`config.mk`:
```
export PLATFORM = sky130hd
export DESIGN_NAME = fp_hazard_scoreboard
export DESIGN_NICKNAME = d
export VERILOG_FILES = /design/src/rtl/fp_pkg.sv /design/src/rtl/fp_src_decode.sv /design/src/rtl/fp_hazard_scoreboard.sv
export SDC_FILE = /design/constraint.sdc
export NUM_CORES = 1
export LEC_CHECK = 0
export BUFFER_PORTS_ARGS = -buffer_cell sky130_fd_sc_hd__buf_2
export CORE_ASPECT_RATIO = 0.75
export CORE_MARGIN = 3
export CORE_UTILIZATION = 56
export DETAILED_ROUTE_END_ITERATION = 7
export PLACE_DENSITY = 0.87
export SYNTH_ARGS = -nofsm -noshare
export SYNTH_HDL_FRONTEND = slang
export SYNTH_SLANG_ARGS = --single-unit
export TNS_END_PERCENT = 30
```
`constraint.sdc`:
```
create_clock -name i_clk -period 3.7 [get_ports i_clk]
set_input_delay 0.37 -clock i_clk [delete_from_list [all_inputs] [get_ports i_clk]]
set_output_delay 0.37 -clock i_clk [all_outputs]
set_load 0.01 [all_outputs]
```
`src/rtl/fp_pkg.sv`:
```
// Shared encodings for the FP hazard scoreboard and the register-file read logic:
// RISC-V F-extension opcodes, OP-FP funct7 values and the bypass-select encoding.
package fp_pkg;

  localparam logic [6:0] FLW    = 7'b0000111;
  localparam logic [6:0] FSW    = 7'b0100111;
  localparam logic [6:0] FMADD  = 7'b1000011;
  localparam logic [6:0] FMSUB  = 7'b1000111;
  localparam logic [6:0] FNMSUB = 7'b1001011;
  localparam logic [6:0] FNMADD = 7'b1001111;
  localparam logic [6:0] OP_FP  = 7'b1010011;

  localparam logic [6:0] F7_FADD    = 7'b0000000;
  localparam logic [6:0] F7_FSUB    = 7'b0000100;
  localparam logic [6:0] F7_FMUL    = 7'b0001000;
  localparam logic [6:0] F7_FDIV    = 7'b0001100;
  localparam logic [6:0] F7_FSQRT   = 7'b0101100;
  localparam logic [6:0] F7_FSGNJ   = 7'b0010000;
  localparam logic [6:0] F7_FMINMAX = 7'b0010100;
  localparam logic [6:0] F7_FCMP    = 7'b1010000;
  localparam logic [6:0] F7_FCVT_WS = 7'b1100000;
  localparam logic [6:0] F7_FMV_XW  = 7'b1110000;
  localparam logic [6:0] F7_FCVT_SW = 7'b1101000;
  localparam logic [6:0] F7_FMV_WX  = 7'b1111000;

  typedef enum logic [1:0] {
    RF_DATA = 2'b01,
    WB_DATA = 2'b10
  } fwd_sel_e;

endpackage

```
`src/rtl/fp_src_decode.sv`:
```
// Source-operand usage decode for FP instructions: which of rs1/rs2/rs3 are read,
// and whether rs1 comes from the integer file instead of the FP file.
module fp_src_decode
  import fp_pkg::*;
(
  input  logic [6:0] opcode,
  input  logic [6:0] funct7,
  output logic       rs1_is_int,
  output logic       use_rs1,
  output logic       use_rs2,
  output logic       use_rs3
);

  // Loads/stores take an integer base address; only int->FP moves/converts
  // read an integer rs1 among the OP-FP group.
  always_comb begin
    rs1_is_int = 1'b0;
    use_rs1    = 1'b0;
    use_rs2    = 1'b0;
    use_rs3    = 1'b0;
    case (opcode)
      FLW: begin
        use_rs1    = 1'b1;
        rs1_is_int = 1'b1;
      end
      FSW: begin
        use_rs1    = 1'b1;
        rs1_is_int = 1'b1;
        use_rs2    = 1'b1;
      end
      FMADD, FMSUB, FNMSUB, FNMADD: begin
        use_rs1 = 1'b1;
        use_rs2 = 1'b1;
        use_rs3 = 1'b1;
      end
      OP_FP: begin
        use_rs1    = 1'b1;
        rs1_is_int = (funct7 == F7_FCVT_SW) || (funct7 == F7_FMV_WX);
        case (funct7)
          F7_FADD, F7_FSUB, F7_FMUL, F7_FDIV,
          F7_FSGNJ, F7_FMINMAX, F7_FCMP: use_rs2 = 1'b1;
          default:                       use_rs2 = 1'b0;
        endcase
      end
      default: ;
    endcase
  end

endmodule

```
`src/rtl/fp_hazard_scoreboard.sv`:
```
// Per-register pending scoreboard for FP and integer destinations written by FP units.
// Produces WB bypass selects, RAW/WAW/structural issue stall and divider occupancy.
module fp_hazard_scoreboard
  import fp_pkg::*;
#(
  parameter  int NUM_REGS = 32,
  parameter  int DIV_LAT  = 12,
  localparam int AW       = $clog2(NUM_REGS)
) (
  input  logic                i_clk,
  input  logic                i_rst,
  input  logic [6:0]          i_opcode,
  input  logic [6:0]          i_funct7,
  input  logic [AW-1:0]       i_rs1,
  input  logic [AW-1:0]       i_rs2,
  input  logic [AW-1:0]       i_rs3,
  input  logic                i_issue_valid,
  input  logic [AW-1:0]       i_issue_rd,
  input  logic                i_issue_fp_rd,
  input  logic                i_issue_writes,
  input  logic                i_issue_iter,
  input  logic                i_wb_valid,
  input  logic [AW-1:0]       i_wb_rd,
  input  logic                i_wb_fp,
  input  logic                i_flush,
  output logic [1:0]          o_forward_a,
  output logic [1:0]          o_forward_b,
  output logic [1:0]          o_forward_c,
  output logic                o_stall,
  output logic                o_div_busy,
  output logic [NUM_REGS-1:0] o_pending_fp,
  output logic [NUM_REGS-1:0] o_pending_int
);

  localparam int                 CW       = $clog2(DIV_LAT);
  localparam logic [CW-1:0]      DIV_LOAD = CW'(DIV_LAT - 1);
  localparam logic [NUM_REGS-1:0] ONE_HOT0 = {{(NUM_REGS-1){1'b0}}, 1'b1};

  logic [NUM_REGS-1:0] pend_fp, pend_int, pend_fp_next, pend_int_next;
  logic [NUM_REGS-1:0] wb_clr_fp, wb_clr_int, eff_fp, eff_int;
  logic [NUM_REGS-1:0] set_fp, set_int;
  logic [CW-1:0]       div_cnt, div_cnt_next;
  logic                div_busy_q;
  logic                rs1_is_int, use_rs1, use_rs2, use_rs3;
  logic                raw, waw, structural, accept;
  logic                wb_hit_a, wb_hit_b, wb_hit_c;

  fp_src_decode u_src_decode (
    .opcode     (i_opcode),
    .funct7     (i_funct7),
    .rs1_is_int (rs1_is_int),
    .use_rs1    (use_rs1),
    .use_rs2    (use_rs2),
    .use_rs3    (use_rs3)
  );

  // A writeback landing this cycle already resolves its register, so it is masked
  // out of the hazard view; x0 is never tracked in the integer file.
  assign wb_clr_fp  = (i_wb_valid &  i_wb_fp) ? (ONE_HOT0 << i_wb_rd) : '0;
  assign wb_clr_int = (i_wb_valid & ~i_wb_fp) ? (ONE_HOT0 << i_wb_rd) : '0;
  assign eff_fp     = pend_fp  & ~wb_clr_fp;
  assign eff_int    = pend_int & ~wb_clr_int;

  assign raw = (use_rs1 & (rs1_is_int ? eff_int[i_rs1] : eff_fp[i_rs1]))
             | (use_rs2 & eff_fp[i_rs2])
             | (use_rs3 & eff_fp[i_rs3]);
  assign waw        = i_issue_writes & (i_issue_fp_rd ? eff_fp[i_issue_rd] : eff_int[i_issue_rd]);
  assign structural = i_issue_iter & div_busy_q;
  assign o_stall    = i_issue_valid & (raw | waw | structural);
  assign accept     = i_issue_valid & ~o_stall & ~i_flush;

  assign wb_hit_a = use_rs1 & i_wb_valid & (i_wb_fp == ~rs1_is_int) & (i_wb_rd == i_rs1)
                  & (~rs1_is_int | (i_rs1 != '0));
  assign wb_hit_b = use_rs2 & i_wb_valid & i_wb_fp & (i_wb_rd == i_rs2);
  assign wb_hit_c = use_rs3 & i_wb_valid & i_wb_fp & (i_wb_rd == i_rs3);

  assign o_forward_a = wb_hit_a ? WB_DATA : RF_DATA;
  assign o_forward_b = wb_hit_b ? WB_DATA : RF_DATA;
  assign o_forward_c = wb_hit_c ? WB_DATA : RF_DATA;

  // Set is OR'd after the clear so a same-cycle issue to a retiring register wins.
  always_comb begin
    set_fp  = '0;
    set_int = '0;
    if (accept && i_issue_writes) begin
      if (i_issue_fp_rd)
        set_fp = ONE_HOT0 << i_issue_rd;
      else if (i_issue_rd != '0)
        set_int = ONE_HOT0 << i_issue_rd;
    end
    pend_fp_next  = (pend_fp  & ~wb_clr_fp)  | set_fp;
    pend_int_next = (pend_int & ~wb_clr_int) | set_int;
    div_cnt_next  = div_cnt;
    if (accept && i_issue_iter)
      div_cnt_next = DIV_LOAD;
    else if (div_cnt != '0)
      div_cnt_next = div_cnt - 1'b1;
    if (i_flush) begin
      pend_fp_next  = '0;
      pend_int_next = '0;
      div_cnt_next  = '0;
    end
  end

  always_ff @(posedge i_clk or posedge i_rst) begin
    if (i_rst) begin
      pend_fp    <= '0;
      pend_int   <= '0;
      div_cnt    <= '0;
      div_busy_q <= 1'b0;
    end else begin
      pend_fp    <= pend_fp_next;
      pend_int   <= pend_int_next;
      div_cnt    <= div_cnt_next;
      div_busy_q <= (div_cnt_next != '0);
    end
  end

  assign o_div_busy    = div_busy_q;
  assign o_pending_fp  = pend_fp;
  assign o_pending_int = pend_int;

endmodule

```
# Word level (Yosys, flattened, before mapping)
# Cells that the tools add are included.
[classes]
addsub = 1
magnitude_cmp = 4
eq_ne = 19
shifts = 2
n_mux = 34
n_bitwise = 35
n_reduce_logical = 13
[ops]
columns = ["op", "count"]
rows = [
  ["2-to-1 mux 32 bit", 9],
  ["AND 32 bit", 2],
  ["NOT 32 bit", 2],
  ["bitwise OR 32 bit", 2],
  ["left shift 1 x 5 -> 32 bit, first input constant", 2],
  ["equality test 7 bit, second input constant", 8],
  ["binary-select mux 1 bit (select 5 bit)", 6],
  ["less-than comparator 5 x 6 -> 1 bit, second input constant", 4],
  ["AND 1 bit", 20],
  ["equality test 5 bit", 3],
  ["equality test 7 x 3 -> 1 bit, second input constant", 2],
  ["equality test 7 x 4 -> 1 bit, second input constant", 2],
  ["equality test 7 x 5 -> 1 bit, second input constant", 2],
  ["OR reduction 7 bit", 2],
  ["2-to-1 mux 4 bit", 3],
  ["2-to-1 mux 1 bit", 11],
  ["nonzero test 5 bit", 2],
  ["nonzero test 4 bit", 2],
  ["equality test 7 x 6 -> 1 bit, second input constant", 1],
  ["logical NOT 7 bit", 1],
  ["2-to-1 mux 2 bit", 3],
  ["bitwise OR 1 bit", 5],
  ["OR reduction 5 bit", 1],
  ["NOT 1 bit", 4],
  ["7 further kinds", 9],
]
[totals]
register_bits = 69
inputBits = 48
out_inout_bits = 72
elab_cells = 112

# Logic depth before layout (Yosys ltp)
[depth]
depth_word = 21
depth_mapped = 13
ltp_nobuf = 9

# Hierarchy
# Synthesis repeated with hierarchy kept, for this count alone.
[hier_totals]
cells_unflattened = 626
area_unflattened_um2 = 5830.6
[modules_own_cells]
columns = ["module", "instances", "cells_per_inst", "area_each_um2", "seq_area_each_um2"]
rows = [
  ["fp_hazard_scoreboard", 1, 606, 5681.7, 1726.7],
  ["fp_src_decode", 1, 20, 148.9, 0.0],
]

# Worst setup path after synthesis
# Ideal clock, no wire load.
[synth_path]
kind = "input port to output port"
from = "input port i_wb_rd[0]"
to = "output port o_stall"
t_arrival_ns = 2.856
required_ns = 3.330
path_slack_ns = 0.474
cell_stages = 12
n_path_buf = 3
path_cell_list = "buf_2 -> buf_2 -> nand4b_1 -> o21ai_0 -> mux4_2 -> a311oi_1 -> o311a_1 -> nor4b_2 -> o2111ai_1 -> nand2b_1 -> clkbuf_1 -> and2_1"
[synth_via]
elab_chain_cells = 13
elab_cells_between_ends = 30
classes_between = "shift: 1; mux: 16; bitwise: 13"
[synth_rtl]
columns = ["element", "line_no", "rtl"]
rows = [
  ["from (decl)", "fp_hazard_scoreboard.sv:23", "input logic [AW-1:0] i_wb_rd,"],
  ["left shift 1 x 5 -> 32 bit (*)", "fp_hazard_scoreboard.sv:59, fp_hazard_scoreboard.sv:60", ""],
  ["2-to-1 mux 32 bit, on equally long branches", "fp_hazard_scoreboard.sv:59, fp_hazard_scoreboard.sv:60", ""],
  ["NOT 32 bit, on equally long branches", "fp_hazard_scoreboard.sv:61, fp_hazard_scoreboard.sv:62", ""],
  ["AND 32 bit, on equally long branches", "fp_hazard_scoreboard.sv:61, fp_hazard_scoreboard.sv:62", ""],
  ["binary-select mux 1 bit (select 5 bit)", "fp_hazard_scoreboard.sv:64", "assign raw = (use_rs1 & (rs1_is_int ? eff_int[i_rs1] : eff_fp[i_rs1]))"],
  ["2-to-1 mux 1 bit (not written as such)", "fp_hazard_scoreboard.sv:64", ""],
  ["2-to-1 mux 1 bit", "fp_hazard_scoreboard.sv:64", ""],
  ["AND 1 bit", "fp_hazard_scoreboard.sv:64", ""],
  ["bitwise OR 1 bit", "fp_hazard_scoreboard.sv:65", "| (use_rs2 & eff_fp[i_rs2])"],
  ["bitwise OR 1 bit", "fp_hazard_scoreboard.sv:66", "| (use_rs3 & eff_fp[i_rs3]);"],
  ["bitwise OR 1 bit (*) (2 in a row)", "fp_hazard_scoreboard.sv:69", "assign o_stall = i_issue_valid & (raw | waw | structural);"],
  ["AND 1 bit (*)", "fp_hazard_scoreboard.sv:69", ""],
  ["to (decl)", "fp_hazard_scoreboard.sv:29", "output logic o_stall,"],
]
# Every way passes the cells marked *; elsewhere a longest branch is shown, timed or not. The select of a mux whose other input is x is not followed.

# Worst setup path after layout
# Ends and elaborated chain as after synthesis.

==> summary.txt <==
STA
  – Setup_tns: 0 ps
  – Period utilization: 99.8%
  – Final setup vio count: 0
  – Max Fclk: 271 MHz
  – Fin crit period: 3690 ps
  – Slew margin rel.: 41.5%
  – Final Hold Viols: 0
  – Slew Limit Fails: 0
  – Clock skew: 8.93 ps
  – Worst slew pin tran: 876 ps

Global routing
  – Gr usage total: 47.3%
  – Gr ovfl total: 0
  – Vias in the first global route: 6956
  – First-pass GRT wire length: 40900 um
  – Largest net degree at the start of global routing: 48
  – Initial antenna violation count: 0

Power
  – Power after layout: 2440 uW
  – Worst VDD drop: 0.285 mV
  – Pwr per Cell Area: 324 nW/um^2
  – Leakage power: 0.00320 uW

Cells and area
  – Multi-input gate area: 3820 sq um
  – Storage element area: 1730 sq um
  – Commonest non-fill, non-tap cell in the layout: buf_2
  – Final instance area: 7510 sq um
  – Layout area overhead: 29.5%
  – # fillers: 746
  – Post-layout net count: 925
  – Layout cells sized above 1: 32.7%
  – Final core utilization: 76.0%
  – Most frequent cells in the layout: 118 x buf_2, 98 x buf_4, 69 x dfrtp_1, 59 x nand2_1, 58 x o22ai_1

Route
  – Via count: 7690
  – Routed len/inst: 27.3 um
  – Post-route DRC: 0
  – Initial DRC count: 1481
  – First drt pass iteration count: 6
  – Final ANT Viol Nets: 0
  – Final wirelength: 27600 um
  – Vias per inst: 7.58

Synthesis
  – Avg Cell Area, Syn: 8.24 sq um
  – Sequential area share after synthesis: 29.7%
  – Post-synthesis cell area: 5800 sq um
  – Cell count after synthesis: 704
  – Cell variety after synth: 72
  – Top FF cell, synth: dfrtp_1
  – Mapped Nets: 753
  – Synth warn: 0
  – Ys async rst share: 100%
  – Post-synth EDFFs: 0
  – #FFs+latches synth: 69

Clocking
  – Clock Tree Buf Depth: 2
  – CTS Buf Count: 9
  – CTS tree: yes
  – Skew-Pair Late Insertion Delay: 340 ps
  – Clock sink count: 69
  – Root buf cell: clkbuf_16
  – Reg clk slew, reported paths: 60 ps
  – Hold buffer count at CTS: 0
  – H-Tree Depth: 3

Critical path
  – R2R depth: 12
  – WP data arrival: 3320 ps
  – WS Path Type: in2out
  – CP endpoint kind: output pin
  – Req. time, crit path: 3330 ps
  – Crit path launch type: input port
  – Worst Path Max Fanout: 17

Floorplan
  – Num rows: 31
  – Die area: 11600 sq um
  – Top Ports: 120
  – Core area: 9890 sq um
  – Die height: 94.2 um
  – Initial Util: 58.7%
  – Die width: 124 um

Placed design
  – GPL Wtd Cong: 1.05
  – PortBufs: 119
  – Placed cell area: 7090 sq um
  – Post-DP HPWL: 20600 um

Flow run
  – Max cap viols: 0

Outcome
  – Status: finished, final reports clean

Min path
  – Min-delay worst type: in2async
## final cells by class
cell class                      count  area share [%]
Tap cell                          132            2.20
Inverter                           17           0.849
Sequential cell                    69            23.0
Multi-Input combinational cell    560            50.9
Timing Repair Buffer              219            18.3
Clock inverter                      5            1.42
Antenna cell                        1          0.0333
Clock buffer                       11            3.36
## Yosys cell counts (8+ instances only)
library cell  instances  area [sq um]
a21oi_1              17          85.1
a22oi_1               8          60.1
buf_2                14          70.1
clkbuf_1             34           128
dfrtp_1              69          1730
inv_1                14          52.6
mux2_2               13           146
mux2i_1              22           220
mux4_2                9           203
nand2_1              59           221
nand2b_1              8          50.1
nand3_1              46           230
nand3b_1              8          60.1
nand4_1               8          50.1
nor2_1               53           199
nor2b_1               9          56.3
nor3_1                9          45.0
o2111ai_1             9          78.8
o211ai_1             25           188
o21ai_0              43           215
o21ai_1              23           115
o22ai_1              58           363
xnor2_1              12           105
## stage by stage
stage                     hold slack [ps]  instances  setup WS [ps]
after floorplan                       586        704            474
after global placement                561        995          -97.7
after detailed placement              576        995           -240
after CTS                             220       1011           36.4
after global routing                  266       1013          -21.1
final                                 215       1014           7.28
## power by group
part / total [uW] / switching, uW / leakage [uW] / internal (uW)
logic: 599 / 371 / 0.00207 / 228
clock network: 1040 / 348 / 0.000172 / 697
registers: 795 / 17.8 / 0.000959 / 777
total: 2440 / 737 / 0.00320 / 1700
## worst max-delay path, stage by stage
cell	delay, ps
buf_2	250
nand4b_1	500
buf_4	330
o21ai_0	250
mux2i_1	190
a311oi_1	290
nand4_1	160
o311ai_1	180
o2111ai_2	240
nand2b_1	240
and2_1	170
buf_2	130
## state kept, by name, indices dropped and copies added (netlist names)
name and count:
o_pending_fp 32, o_pending_int 32, div_cnt 4, o_div_busy 1
## per-layer routing
metal  vias up  part of all wire [%]  track usage (%)
met5         -                     0                0
met2       853                    41             68.0
met3       167                    17             18.4
met4         0                   4.9             19.9
met1      3584                    37             63.2
li1       3086                     -                -
## worst paths after layout
path | start | end | slack (ps)
worst max register to register | o_pending_fp[24]$_DFF_PP0_ | o_pending_int[7]$_DFF_PP0_ | 600
max in group asynchronous | i_rst | o_pending_int[24]$_DFF_PP0_ | 2500
worst min-delay path | i_rst | o_pending_fp[24]$_DFF_PP0_ | 210
min in group i_clk | i_issue_iter | div_cnt[1]$_DFF_PP0_ | 530
worst max-delay path | i_wb_rd[0] | o_stall | 7
worst min register to register | o_pending_int[8]$_DFF_PP0_ | o_pending_int[8]$_DFF_PP0_ | 650
## repair_timing
item                                    in CTS  in global routing
resized for setup                            3                 11
endpoints found under the setup margin       1                  2
hold endpoints to repair                     0                  0
buffers inserted                             0                  2
pin swaps                                    0                  3
## kinds of logic after synthesis
group | synth area share, %
simple gates | 24.1
compound gates | 27.9
buf+inv | 5.60
flops | 29.7
mux | 10.0
xor+xnor | 2.41
fa+ha+maj | 0.216
No activity file was read; power rests on OpenSTA's default activity.
